## src/rtl/pipeline_pkg.sv

```systemverilog
// pipeline_pkg: shared driver FSM state type and default pipeline geometry
package pipeline_pkg;
  localparam int PIPE_LATENCY = 5;
  localparam int PIPE_DATA_W = 32;
  localparam int PIPE_FIFO_DEPTH = 8;
  typedef enum logic [1:0] {RUN, FLUSH, DRAIN} drv_state_t;
endpackage

```

## src/rtl/pipeline_result_fifo.sv

```systemverilog
// pipeline_result_fifo: synchronous result FIFO with occupancy count; head reads 0 when empty
module pipeline_result_fifo #(
  parameter int W = 32,
  parameter int DEPTH = 8
) (
  input  logic                       clk,
  input  logic                       reset,
  input  logic                       push,
  input  logic [W-1:0]               push_data,
  input  logic                       pop,
  output logic [W-1:0]               head,
  output logic [$clog2(DEPTH+1)-1:0] count,
  output logic                       full
);
  localparam int AW = $clog2(DEPTH);
  localparam int CW = $clog2(DEPTH + 1);
  logic [W-1:0] mem [DEPTH];
  logic [AW-1:0] wr_ptr, rd_ptr;
  logic do_push, do_pop;
  assign full = count == CW'(DEPTH);
  assign do_pop = pop && count != '0;
  assign do_push = push && !full;
  assign head = count != '0 ? mem[rd_ptr] : '0;
  always_ff @(posedge clk) begin
    if (reset) begin
      wr_ptr <= '0;
      rd_ptr <= '0;
      count <= '0;
    end else begin
      wr_ptr <= wr_ptr + AW'(do_push);
      rd_ptr <= rd_ptr + AW'(do_pop);
      count <= count + CW'(do_push) - CW'(do_pop);
    end
  end
  always_ff @(posedge clk)
    if (do_push) mem[wr_ptr] <= push_data;
endmodule

```

## src/rtl/pipeline_driver.sv

```systemverilog
// pipeline_driver: credit-gated issue/capture controller for pipeline_unit.
// Define PIPE_DRIVER_CHECK_EN to add the sticky proto_err output.
module pipeline_driver
  import pipeline_pkg::*;
#(
  parameter int DATA_W = PIPE_DATA_W,
  parameter int LATENCY = PIPE_LATENCY,
  parameter int FIFO_DEPTH = PIPE_FIFO_DEPTH
) (
  input  logic              clk,
  input  logic              reset,
  input  logic [DATA_W-1:0] req_data,
  input  logic              req_valid,
  output logic              req_ready,
  output logic [DATA_W-1:0] pipe_inputs,
  output logic              pipe_in_valid,
  output logic              pipe_flush,
  input  logic [DATA_W-1:0] pipe_outputs,
  input  logic              pipe_out_valid,
  output logic [DATA_W-1:0] rsp_data,
  output logic              rsp_valid,
  input  logic              rsp_ready,
  input  logic              flush_req,
  output logic              busy
`ifdef PIPE_DRIVER_CHECK_EN
  ,
  output logic              proto_err
`endif
);
  localparam int IW = $clog2(LATENCY + 1);
  localparam int CW = $clog2(FIFO_DEPTH + 1);
  localparam int SW = $clog2(FIFO_DEPTH + LATENCY + 1);
  localparam int DW = $clog2(LATENCY + 1);
  drv_state_t state, state_nx;
  logic [DW-1:0] drain_cnt, drain_cnt_nx;
  logic [LATENCY-1:0] slots;
  logic [IW-1:0] inflight;
  logic [CW-1:0] fifo_count;
  logic [SW-1:0] credit_used;
  logic fifo_full, issue, tap, capture;
  // every issued slot reserves a FIFO entry until it is popped, so the FIFO cannot overflow
  assign credit_used = SW'(inflight) + SW'(fifo_count);
  assign tap = slots[LATENCY-1];
  assign capture = tap && state == RUN;
  assign req_ready = state == RUN && !flush_req && credit_used < SW'(FIFO_DEPTH);
  assign issue = req_valid && req_ready;
  assign pipe_in_valid = issue;
  assign pipe_inputs = issue ? req_data : '0;
  assign pipe_flush = state == FLUSH;
  assign busy = inflight != '0 || state != RUN;
  assign rsp_valid = fifo_count != '0;
  always_comb begin
    state_nx = state == RUN ? (flush_req ? FLUSH : RUN) :
               state == FLUSH ? DRAIN : (drain_cnt == '0 ? RUN : DRAIN);
    drain_cnt_nx = state == FLUSH ? DW'(LATENCY - 1) :
                   state == DRAIN ? drain_cnt - DW'(1) : drain_cnt;
  end
  always_ff @(posedge clk) begin
    if (reset) begin
      state <= RUN;
      drain_cnt <= '0;
    end else begin
      state <= state_nx;
      drain_cnt <= drain_cnt_nx;
    end
  end
  always_ff @(posedge clk) begin
    if (reset || state == FLUSH) begin
      slots <= '0;
      inflight <= '0;
    end else begin
      slots <= LATENCY'({slots, issue});
      inflight <= inflight + IW'(issue) - IW'(capture);
    end
  end
  pipeline_result_fifo #(.W(DATA_W), .DEPTH(FIFO_DEPTH)) u_fifo (
    .clk(clk),
    .reset(reset),
    .push(capture),
    .push_data(pipe_outputs),
    .pop(rsp_ready),
    .head(rsp_data),
    .count(fifo_count),
    .full(fifo_full)
  );
`ifdef PIPE_DRIVER_CHECK_EN
  always_ff @(posedge clk) begin
    if (reset) proto_err <= 1'b0;
    else if (capture && (!pipe_out_valid || fifo_full)) proto_err <= 1'b1;
  end
`else
  logic unused_chk;
  assign unused_chk = &{1'b0, pipe_out_valid, fifo_full};
`endif
endmodule

```

## config.mk

```make
export PLATFORM = sky130hd
export DESIGN_NAME = pipeline_driver
export DESIGN_NICKNAME = d
export VERILOG_FILES = /design/src/rtl/pipeline_pkg.sv /design/src/rtl/pipeline_result_fifo.sv /design/src/rtl/pipeline_driver.sv
export SDC_FILE = /design/constraint.sdc
export NUM_CORES = 1
export LEC_CHECK = 0
export ABC_AREA = 1
export CORE_MARGIN = 2
export CORE_UTILIZATION = 26
export DETAILED_ROUTE_END_ITERATION = 7
export DONT_BUFFER_PORTS = 1
export PLACE_DENSITY = 0.43
export SYNTH_ARGS = -nofsm -noshare
export SYNTH_HDL_FRONTEND = slang
export SYNTH_SLANG_ARGS = --single-unit
```

## constraint.sdc

```tcl
create_clock -name clk -period 8.8 [get_ports clk]
set_input_delay 0.88 -clock clk [delete_from_list [all_inputs] [get_ports clk]]
set_output_delay 0.88 -clock clk [all_outputs]
set_load 0.02 [all_outputs]
```

==> results.toml, run 1 <==
[logic_synthesis]
synth_fa_ha_area_frac = 0.0239
muxShareOfSynthArea = 0
ys_seq_elements = 279
synthesis.area_um2 = 11600
avgSynthCellArea_um2 = 11.1
async_flop_share = 0
synth-compound-area-share = 0.0739
ys.flop_type = "edfxtp_1"
synth_cells = 1045
synth-seq-area-share = 0.700
synth_top_family_by_area = "simple AND/OR/NAND/NOR gates"
yosysWarnings = 0
synth_xor_area_frac = 0.00376
synth_fp_nets = 1136
synth_edf_count = 256
synthSimpleGateAreaFrac = 0.145
ys_types = 25

[pwr]
p_leak_nw = 4.67
p_per_area_nw_per_um2 = 288
peakVddDrop_uv = 132

[hold_path]
hold_class = "reg -> reg"

[outcome]
status = "finished clean"

[sta]
setup_violations = 0
tightest_slew_ns = 1.05
rsz0062_at_grt = "false"
fin_crit_ns = 4.36
holdWs_ns = 0.406
finalCritPeriodShare = 0.496
maxSlewHeadroom = 0.299
skew_ns = 0.0122
tns_ns = 0
finalHoldViolations = 0
fin_ws_ns = 4.44
finalMaxSlewViolations = 0
max_freq_ghz = 0.229

[critical_path]
crit_path_max_fanout = 94
cp-start-kind = "flop"
cp.required_ns = 7.92
crit_type = "reg -> out"
endpoint_kind = "output pin"
cp.arrival_ns = 3.48

[floorplanning]
die_w_um = 216
ioPinCount = 139
row_count = 77
die-area_um2 = 46500
die_y_um = 216
initial_utilization = 0.263
core_um2 = 44200

[cells_and_area]
syn_to_final_growth_pct = 14.0
ff_latch_area_um2 = 8160
nets = 1131
multi_input_area_um2 = 2940
antenna_cells = 0
num-fill-cells = 4465
drive_gt1_frac = 0.0705

[placed_design]
portBuffers = 0
place_congestion = 0.768
pre_cts_ws_ns = 4.91
dpl.hpwl_um = 15200

[global_routing]
grtUsageTotal = 0.124
antenna_found_initial = 0
grt_max_degree = 95
grt_overflow = 0
grt_pass1_vias = 7005
grt_pass1_wl_um = 43400

[clocking]
worstSkewPairLatency_ns = 0.53
htreeDepth = 2
cts_setup_buffers = 0
clockBufferDepth = 3
cts.sinks = 279
clkTransAtPathRegs_ns = 0.05
cts_tree = "yes"
numCtsBuffers = 34
cts-root-buf = "clkbuf_16"
holdBufCountCts = 0
cts_resized = 0

[detailed_routing]
finalWirelength_um = 28600
viasPerCell = 4.31
drt-initial-drc-count = 339
vias = 7136
antenna_left = 0
wl_per_cell_um = 17.3
remaining_drc_errors = 0
first_pass_iters = 5

[run]
max-cap-violations = 0
[cell families after synthesis]
group,Yosys count
xor+xnor,5
compound gates,171
buf+inv,132
flops,279
simple gates,437
fa+ha+maj,21
[area by class of cell]
class                           instances  area share
Clock inverter                         19      0.0106
Inverter                               76      0.0216
Multi-Input combinational cell        634       0.221
Sequential cell                       279       0.614
Timing Repair Buffer                   15     0.00848
Clock buffer                           41      0.0677
Tap cell                              592      0.0558
[path summary, 6_finish.rpt]
check                   start  slack, ns          endpoint  cells past startpoint
max          u_fifo.rd_ptr[0]       4.44       rsp_data[3]                      6
min reg2reg          slots[2]       0.41          slots[3]                      2
min                  slots[2]       0.41          slots[3]                      2
max reg2reg          state[0]       5.89  u_fifo.mem[2][9]                      7
[state kept, by name, summed over array words and instances, names as in the netlist]
register,count
u_fifo.count,4
u_fifo.mem,256
u_fifo.rd_ptr,3
state,2
inflight,3
u_fifo.wr_ptr,3
slots,5
drain_cnt,3
[synth_stat cells (2+ instances only)]
| cell | count | share of area |
|---|---|---|
| nor2_1 | 350 | 0.11 |
| edfxtp_1 | 256 | 0.66 |
| o21ai_0 | 133 | 0.057 |
| inv_1 | 75 | 0.024 |
| nand2_1 | 48 | 0.015 |
| nand3_1 | 37 | 0.016 |
| o21ai_1 | 31 | 0.013 |
| dfxtp_1 | 23 | 0.040 |
| ha_1 | 19 | 0.020 |
| clkbuf_1 | 17 | 0.0055 |
| buf_2 | 14 | 0.0060 |
| buf_4 | 9 | 0.0058 |
| buf_6 | 6 | 0.0058 |
| xnor2_1 | 5 | 0.0038 |
| a21oi_1 | 4 | 0.0017 |
| buf_1 | 4 | 0.0013 |
| clkbuf_2 | 4 | 0.0017 |
| a31oi_1 | 2 | 0.0011 |
| fa_1 | 2 | 0.0034 |
[critical path, cell delays in order, from the launching register on]
cell and delay [ns]:
dfxtp_4 0.56, clkinv_2 0.48, buf_4 0.88, o21ai_0 0.24, nand3_1 0.16, nand2_1 0.06
nor2_1 0.52
[placed cells by master, fill, tap and decap left out, drive strengths merged]
| cell | netlist | final |
|---|---|---|
| clkinv | 0 | 18 |
| edfxtp | 256 | 256 |
| a21oi | 4 | 4 |
| buf | 35 | 15 |
| o21ai | 164 | 164 |
| nand4 | 1 | 1 |
| nand2 | 48 | 48 |
| bufinv | 0 | 2 |
| inv | 76 | 75 |
| fa | 2 | 2 |
| dfxtp | 23 | 23 |
| nand3 | 37 | 37 |
| nor2 | 350 | 350 |
| xnor2 | 5 | 5 |
| ha | 19 | 19 |
| and2 | 1 | 1 |
| a31oi | 2 | 2 |
| clkbuf | 21 | 41 |
| a211oi | 1 | 1 |
[layer usage]
layer  part of all wire  vias up  GRT usage  wire length (um)
met5                  0        -          0                 0
met4              0.020        0     0.0356               572
met3              0.072       37     0.0441              2060
met2               0.47      178      0.204             13300
met1               0.44     3407      0.153             12600
li1                   -     3514          -                 -
[per-stage QoR]
| step | std cells | util | power (mW) | cell area (um^2) |
|---|---|---|---|---|
| finish | 1656 | 0.300 | 3.83 | 13300 |
| detailed placement | 1596 | 0.277 | 2.58 | 12200 |
| global route | 1656 | 0.300 | 4.07 | 13300 |
| floorplan | 1045 | - | 2.35 | 11600 |
| global placement | 1596 | 0.277 | 2.57 | 12200 |
| CTS | 1656 | 0.300 | 3.91 | 13300 |
[report_power, final]
group	internal (mW)	switching (mW)	leakage [nW]	total, mW
Clock	0.784	0.529	0.517	1.31
Combinational	0.241	0.733	1.67	0.975
Sequential	1.46	0.0774	2.49	1.54
Total	2.49	1.34	4.67	3.83
(Power assumes the default switching activity.)
==> run 2, diff against run 1 <==
==> constraint.sdc (replaced) <==
create_clock -name clk -period 4.1 [get_ports clk]
set_input_delay 0.41 -clock clk [delete_from_list [all_inputs] [get_ports clk]]
set_output_delay 0.41 -clock clk [all_outputs]
set_load 0.02 [all_outputs]
==> run 2 against run 1 <==
Compared with the run above:
- critical path depth increased by 1
- count of clock-buffer cells in the layout increased by 1
- non-clock buffer count increased by 39
- via count increased by 1.7%
- final cell count increased by 2.4%
- clock skew decreased by 0.0047 ns
- power increased by 110%
- critical endpoint unchanged
==> results.toml, run 2 (synthesis gave the netlist of run 1 again) <==
[critical_path]
timing.critical_path.from = "u_fifo.rd_ptr[1]"
regToRegSetupSlack_ns = 1.42
endpoint_kind = "output pin"
crit_end = "rsp_data[3]"
crit_path_max_fanout = 45
cp-start-kind = "flop"
r2r-end = "u_fifo.mem[2][20]"
cp.arrival_ns = 2.71
crit_type = "reg -> out"
reg2regPathDepth = 7
r2r-start = "state[0]"
cp.required_ns = 3.69

[detailed_routing]
viasPerCell = 4.28
finalWirelength_um = 28400
remaining_drc_errors = 0
vias = 7257
antenna_left = 0
wl_per_cell_um = 16.7
drt-initial-drc-count = 369
first_pass_iters = 4

[floorplanning]
core_um2 = 44200
ioPinCount = 139
row_count = 77
die_y_um = 216
initial_utilization = 0.263
die-area_um2 = 46500
die_w_um = 216

[pwr]
p_sw_mw = 2.87
p_int_mw = 5.11
pwr-share-clk = 0.311
power.share.sequential = 0.402
peakVddDrop_uv = 342
combPwrFrac = 0.288
p_leak_nw = 4.77
p_per_area_nw_per_um2 = 587
p_sw_frac = 0.360

[sta]
setup_violations = 0
fin_ws_ns = 0.983
finalCritPeriodShare = 0.760
finalHoldViolations = 0
tightest_slew_ns = 0.797
tns_ns = 0
skew_ns = 0.00750
fin_crit_ns = 3.12
rsz0062_at_grt = "false"
finalMaxSlewViolations = 0
max_freq_ghz = 0.321
maxSlewHeadroom = 0.469

[global_routing]
grtUsageMet1 = 0.157
grt-busiest-layer = "met2"
grt_max_degree = 70
grtUsageTotal = 0.121
grt_util_met2 = 0.202
met3_usage = 0.0316
grt_pass1_vias = 7289
grt_pass1_wl_um = 44200
antenna_found_initial = 6
grt_overflow = 0

[placed_design]
dpl.hpwl_um = 16000
place_congestion = 0.735
pre_cts_ws_ns = 1.37
portBuffers = 0

[hold_path]
hold_class = "in -> reg"

[cells_and_area]
final_common_cell = "nor2_1"
largest_register_ff_count = 256
drive_gt1_frac = 0.0646
syn_to_final_growth_pct = 16.6
final_cell_mix = "342 x nor2_1, 256 x edfxtp_1, 133 x o21ai_0"
reg_top3 = "u_fifo.mem x256, slots x5, u_fifo.count x4"
nets = 1167
regMostFlops = "u_fifo.mem"

[clocking]
worstSkewPairLatency_ns = 0.56
clockBufferDepth = 3
clkTransAtPathRegs_ns = 0.06
cts_resized = 0
numCtsBuffers = 31
htreeDepth = 1
cts-root-buf = "clkbuf_16"
cts.sinks = 279
cts_setup_buffers = 0
cts_tree = "yes"

[run]
max-cap-violations = 0

[outcome]
status = "finished clean"
## run 2: changes by cell type in the layout (fill, tap and decap cells not counted)
cell	delta
clkbuf_16	-4
clkinvlp_4	+1
clkinv_2	-5
bufinv_16	-2
inv_1	+1
buf_12	+5
clkbuf_1	+4
diode_2	+4
clkbuf_8	+1
dlygate4sd3_1	+34
## run 2: power by group through the flow
stage / logic, mW / registers, mW / clock network (mW)
2_1_floorplan: 1.83 / 3.21 / 0
5_1_grt: 2.62 / 3.21 / 2.67
4_1_cts: 2.39 / 3.21 / 2.55
3_5_place_dp: 2.32 / 3.27 / 0
6_report: 2.29 / 3.20 / 2.48
3_3_place_gp: 2.30 / 3.27 / 0
## run 2: metrics by stage
stage	total power [mW]	util	hold slack, ns	area, um^2	std cells
detailed placement	5.58	0.279	0.402	12300	1601
floorplan	5.04	-	0.394	11600	1045
global placement	5.57	0.279	0.395	12300	1601
global route	8.50	0.307	0.0389	13600	1694
finish	7.98	0.307	0.0552	13600	1695
CTS	8.14	0.307	0.0274	13600	1691
## run 2: cell type report
cell class,count,area [um^2]
flip-flops and latches,279,8160
well taps,592,741
clock inverters,14,66.3
multi-input cells,634,2940
fillers,4488,30600
repair buffers,54,553
diodes,4,10.0
clock buffers,42,827
inverters,76,287
## run 2: metal layers
metal	up-vias	wire length [um]
li1	3599	-
met1	3442	13000
met2	167	13000
met3	45	1740
met4	4	591
met5	-	31
## run 2: worst max-delay path: stages, from the launching register on
cell and delay [ns]:
dfxtp_4 0.72, inv_1 0.20, buf_4 0.32, nor2_1 0.13, o21ai_0 0.11, nand3_1 0.11, nand2_1 0.07, nor2_1 0.49
## run 2: worst min path at each step
stage | endpoint | depth (start not counted) | startpoint
6_report | inflight[2] | 3 | reset
5_1_grt | inflight[2] | 3 | reset
4_1_cts | inflight[2] | 3 | reset
3_5_place_dp | slots[3] | 2 | slots[2]
3_3_place_gp | slots[1] | 2 | slots[0]
2_1_floorplan | slots[1] | 2 | slots[0]
## run 2: repair_timing
item | in CTS | in global routing
hold buffers | 34 | 0
setup endpoints to repair | 0 | 0
hold endpoints to repair | 268 | 0
==> run 3, diff against run 2 <==
--- a/config.mk
+++ b/config.mk
@@ -5,12 +5,12 @@
 export SDC_FILE = /design/constraint.sdc
 export NUM_CORES = 1
 export LEC_CHECK = 0
-export ABC_AREA = 1
+export ABC_AREA = 0
 export CORE_MARGIN = 2
 export CORE_UTILIZATION = 26
 export DETAILED_ROUTE_END_ITERATION = 7
 export DONT_BUFFER_PORTS = 1
-export PLACE_DENSITY = 0.43
+export PLACE_DENSITY = 0.45
 export SYNTH_ARGS = -nofsm -noshare
 export SYNTH_HDL_FRONTEND = slang
 export SYNTH_SLANG_ARGS = --single-unit
==> constraint.sdc (replaced) <==
create_clock -name clk -period 2.6 [get_ports clk]
set_input_delay 0.26 -clock clk [delete_from_list [all_inputs] [get_ports clk]]
set_output_delay 0.26 -clock clk [all_outputs]
set_load 0.02 [all_outputs]
==> run 3 against run 2 <==
Compared with the run above:
- clock power up 70%
- critical path depth is 1 lower
- die area shrank 3.9%
- highest routed layer is now met4
- combinational power up 46%
==> results.toml, run 3 <==
[outcome]
status = "finished clean"

[sta]
finalCritPeriodShare = 0.989
setup_violations = 0
skew_ns = 0.0257
fin_crit_ns = 2.57
finalHoldViolations = 0
rsz0062_at_grt = "true"
maxSlewHeadroom = 0.437
holdWs_ns = 0.109
finalMaxSlewViolations = 0
tightest_slew_ns = 0.842
max_freq_ghz = 0.389

[clocking]
htreeDepth = 1
cts_tree = "yes"
cts.sinks = 279
cts-root-buf = "clkbuf_16"
clkTransAtPathRegs_ns = 0.06
clockBufferDepth = 3
worstSkewPairLatency_ns = 0.57
numCtsBuffers = 30

[cells_and_area]
multi_input_area_um2 = 2990
ff_latch_area_um2 = 8170
instances_no_fill = 1256
syn_to_final_growth_pct = 26.5
final_cell_mix = "256 x edfxtp_1, 64 x mux4_2, 43 x buf_4"
drive_gt1_frac = 0.316
fin_area_um2 = 14100
final_common_cell = "edfxtp_1"
nets = 782
num-fill-cells = 4000
reg_top3 = "u_fifo.mem x256, slots x5, u_fifo.count x4"
largest_register_ff_count = 256
regMostFlops = "u_fifo.mem"

[logic_synthesis]
synth_edf_count = 256
yosysTopAreaCell = "edfxtp_1"
synth_fp_nets = 674
yosysWarnings = 0
synth.top_cells.by_count = "256 x edfxtp_1, 64 x mux4_2, 36 x a21oi_1, 33 x nand3_1, 32 x a22o_1"
synth-seq-area-share = 0.729
async_flop_share = 0
ys.flop_type = "edfxtp_1"
avgSynthCellArea_um2 = 19.2
synth.area.top_cells = "edfxtp_1 69%, mux4_2 13%, dfxtp_1 4.1%"
ys_seq_elements = 279
synth.most_common_cell = "edfxtp_1"
synth_top_area_frac = 0.688
synth_cells = 583
ys_types = 34
synthesis.area_um2 = 11200

[critical_path]
cp.required_ns = 2.34
crit_type = "reg -> out"
endpoint_kind = "output pin"
crit_path_max_fanout = 8
cp-start-kind = "flop"
cp.arrival_ns = 2.31

[global_routing]
grt_pass1_wl_um = 38100
grt_pass1_vias = 6127
grt_max_degree = 35
antenna_found_initial = 2
grt_overflow = 0
grtUsageTotal = 0.115

[detailed_routing]
drt-initial-drc-count = 287
first_pass_iters = 6
vias = 5854
wl_per_cell_um = 20.7
viasPerCell = 4.66
antenna_left = 0
remaining_drc_errors = 0
finalWirelength_um = 26000

[floorplanning]
die-area_um2 = 44700
row_count = 75
initial_utilization = 0.265
die_w_um = 211
core_um2 = 42200
ioPinCount = 139
die_y_um = 211

[placed_design]
dpl.hpwl_um = 15600
dpl_cell_area_um2 = 12400
portBuffers = 0
place_inst = 1152
place_congestion = 0.743

[hold_path]
hold_class = "in -> reg"

[pwr]
p_leak_nw = 4.56
peakVddDrop_uv = 491
p_per_area_nw_per_um2 = 894

[run]
max-cap-violations = 0
==> run 3: cell types whose count changed in the layout (fill, tap and decap cells not counted), sizes merged, moves of 32 or more <==
cell | before | now
nor2 | 350 | 16
nand2 | 48 | 5
a21oi | 4 | 36
a22o | 0 | 32
o21ai | 164 | 1
inv | 76 | 18
buf | 20 | 74
mux4 | 0 | 64
==> run 3: layout make-up <==
cell class,instances,area share
sequential,279,0.577
multi-input combinational,250,0.211
timing repair buffer,113,0.0888
clock buffer,36,0.0547
tap,539,0.0477
clock inverter,20,0.0153
inverter,17,0.00451
antenna,2,0.000354
==> run 3: routing by layer <==
layer	part of all wire	vias up	wire, um	track usage
met5	0	-	0	0
met4	0.019	0	490	0.0265
met3	0.062	38	1620	0.0297
met2	0.50	159	13100	0.201
met1	0.41	3064	10800	0.142
li1	-	2593	-	-
==> run 3: power breakdown <==
part           total, mW  internal, mW  switching (mW)
logic               3.34          1.48            1.86
clock network       4.22          2.52            1.71
registers           5.08          4.95           0.129
==> run 3: logic make-up (layout without fill, tap and decap cells) <==
| family | Yosys count | after routing | synth area share |
|---|---|---|---|
| DFF | 279 | 279 | 0.729 |
| adders and majority gates | 21 | 21 | 0.0248 |
| muxes | 65 | 65 | 0.130 |
| buffers and inverters | 54 | 186 | 0.0250 |
| xor gates and xnor gates | 6 | 6 | 0.00470 |
| and+or+nand+nor | 81 | 81 | 0.0374 |
| AOI/OAI and AO/OA | 77 | 77 | 0.0494 |
| other | 0 | 2 | 0 |
==> run 3: path summary, 6_finish.rpt <==
kind / startpoint / endpoint / slack, ns / depth (start not counted)
max: u_fifo.count[2] / pipe_inputs[20] / 0.03 / 6
min reg2reg: slots[2] / slots[3] / 0.43 / 1
max reg2reg: u_fifo.count[2] / u_fifo.count[3] / 0.24 / 10
min: rsp_ready / u_fifo.rd_ptr[0] / 0.11 / 3
==> run 3: metrics by stage <==
step	TNS (ns)	total power [mW]	util	worst slack, ns
global placement	0	8.20	0.295	0.311
CTS	-0.00533	12.7	0.328	-0.00337
finish	0	12.6	0.335	0.0291
floorplan	-67.03	7.48	-	-0.456
global route	-0.494	13.3	0.335	-0.0446
detailed placement	0	8.24	0.295	0.239
==> run 3: critical path, cell delays in order, from the launching register on <==
cell,delay [ns]
dfxtp_2,0.33
ha_4,0.24
a21o_1,0.20
or3_4,0.47
clkbuf_16,0.22
a21oi_4,0.15
buf_6,0.14
==> run 3: timing repair <==
action | 4_1_cts | 5_1_grt
setup buffers | 2 | 3
hold buffers | 36 | 0
resized for setup | 16 | 31
endpoints found under the setup margin | 35 | 33
cloned | 0 | 5
pin swaps | 0 | 11
endpoints found under the hold margin | 279 | 0
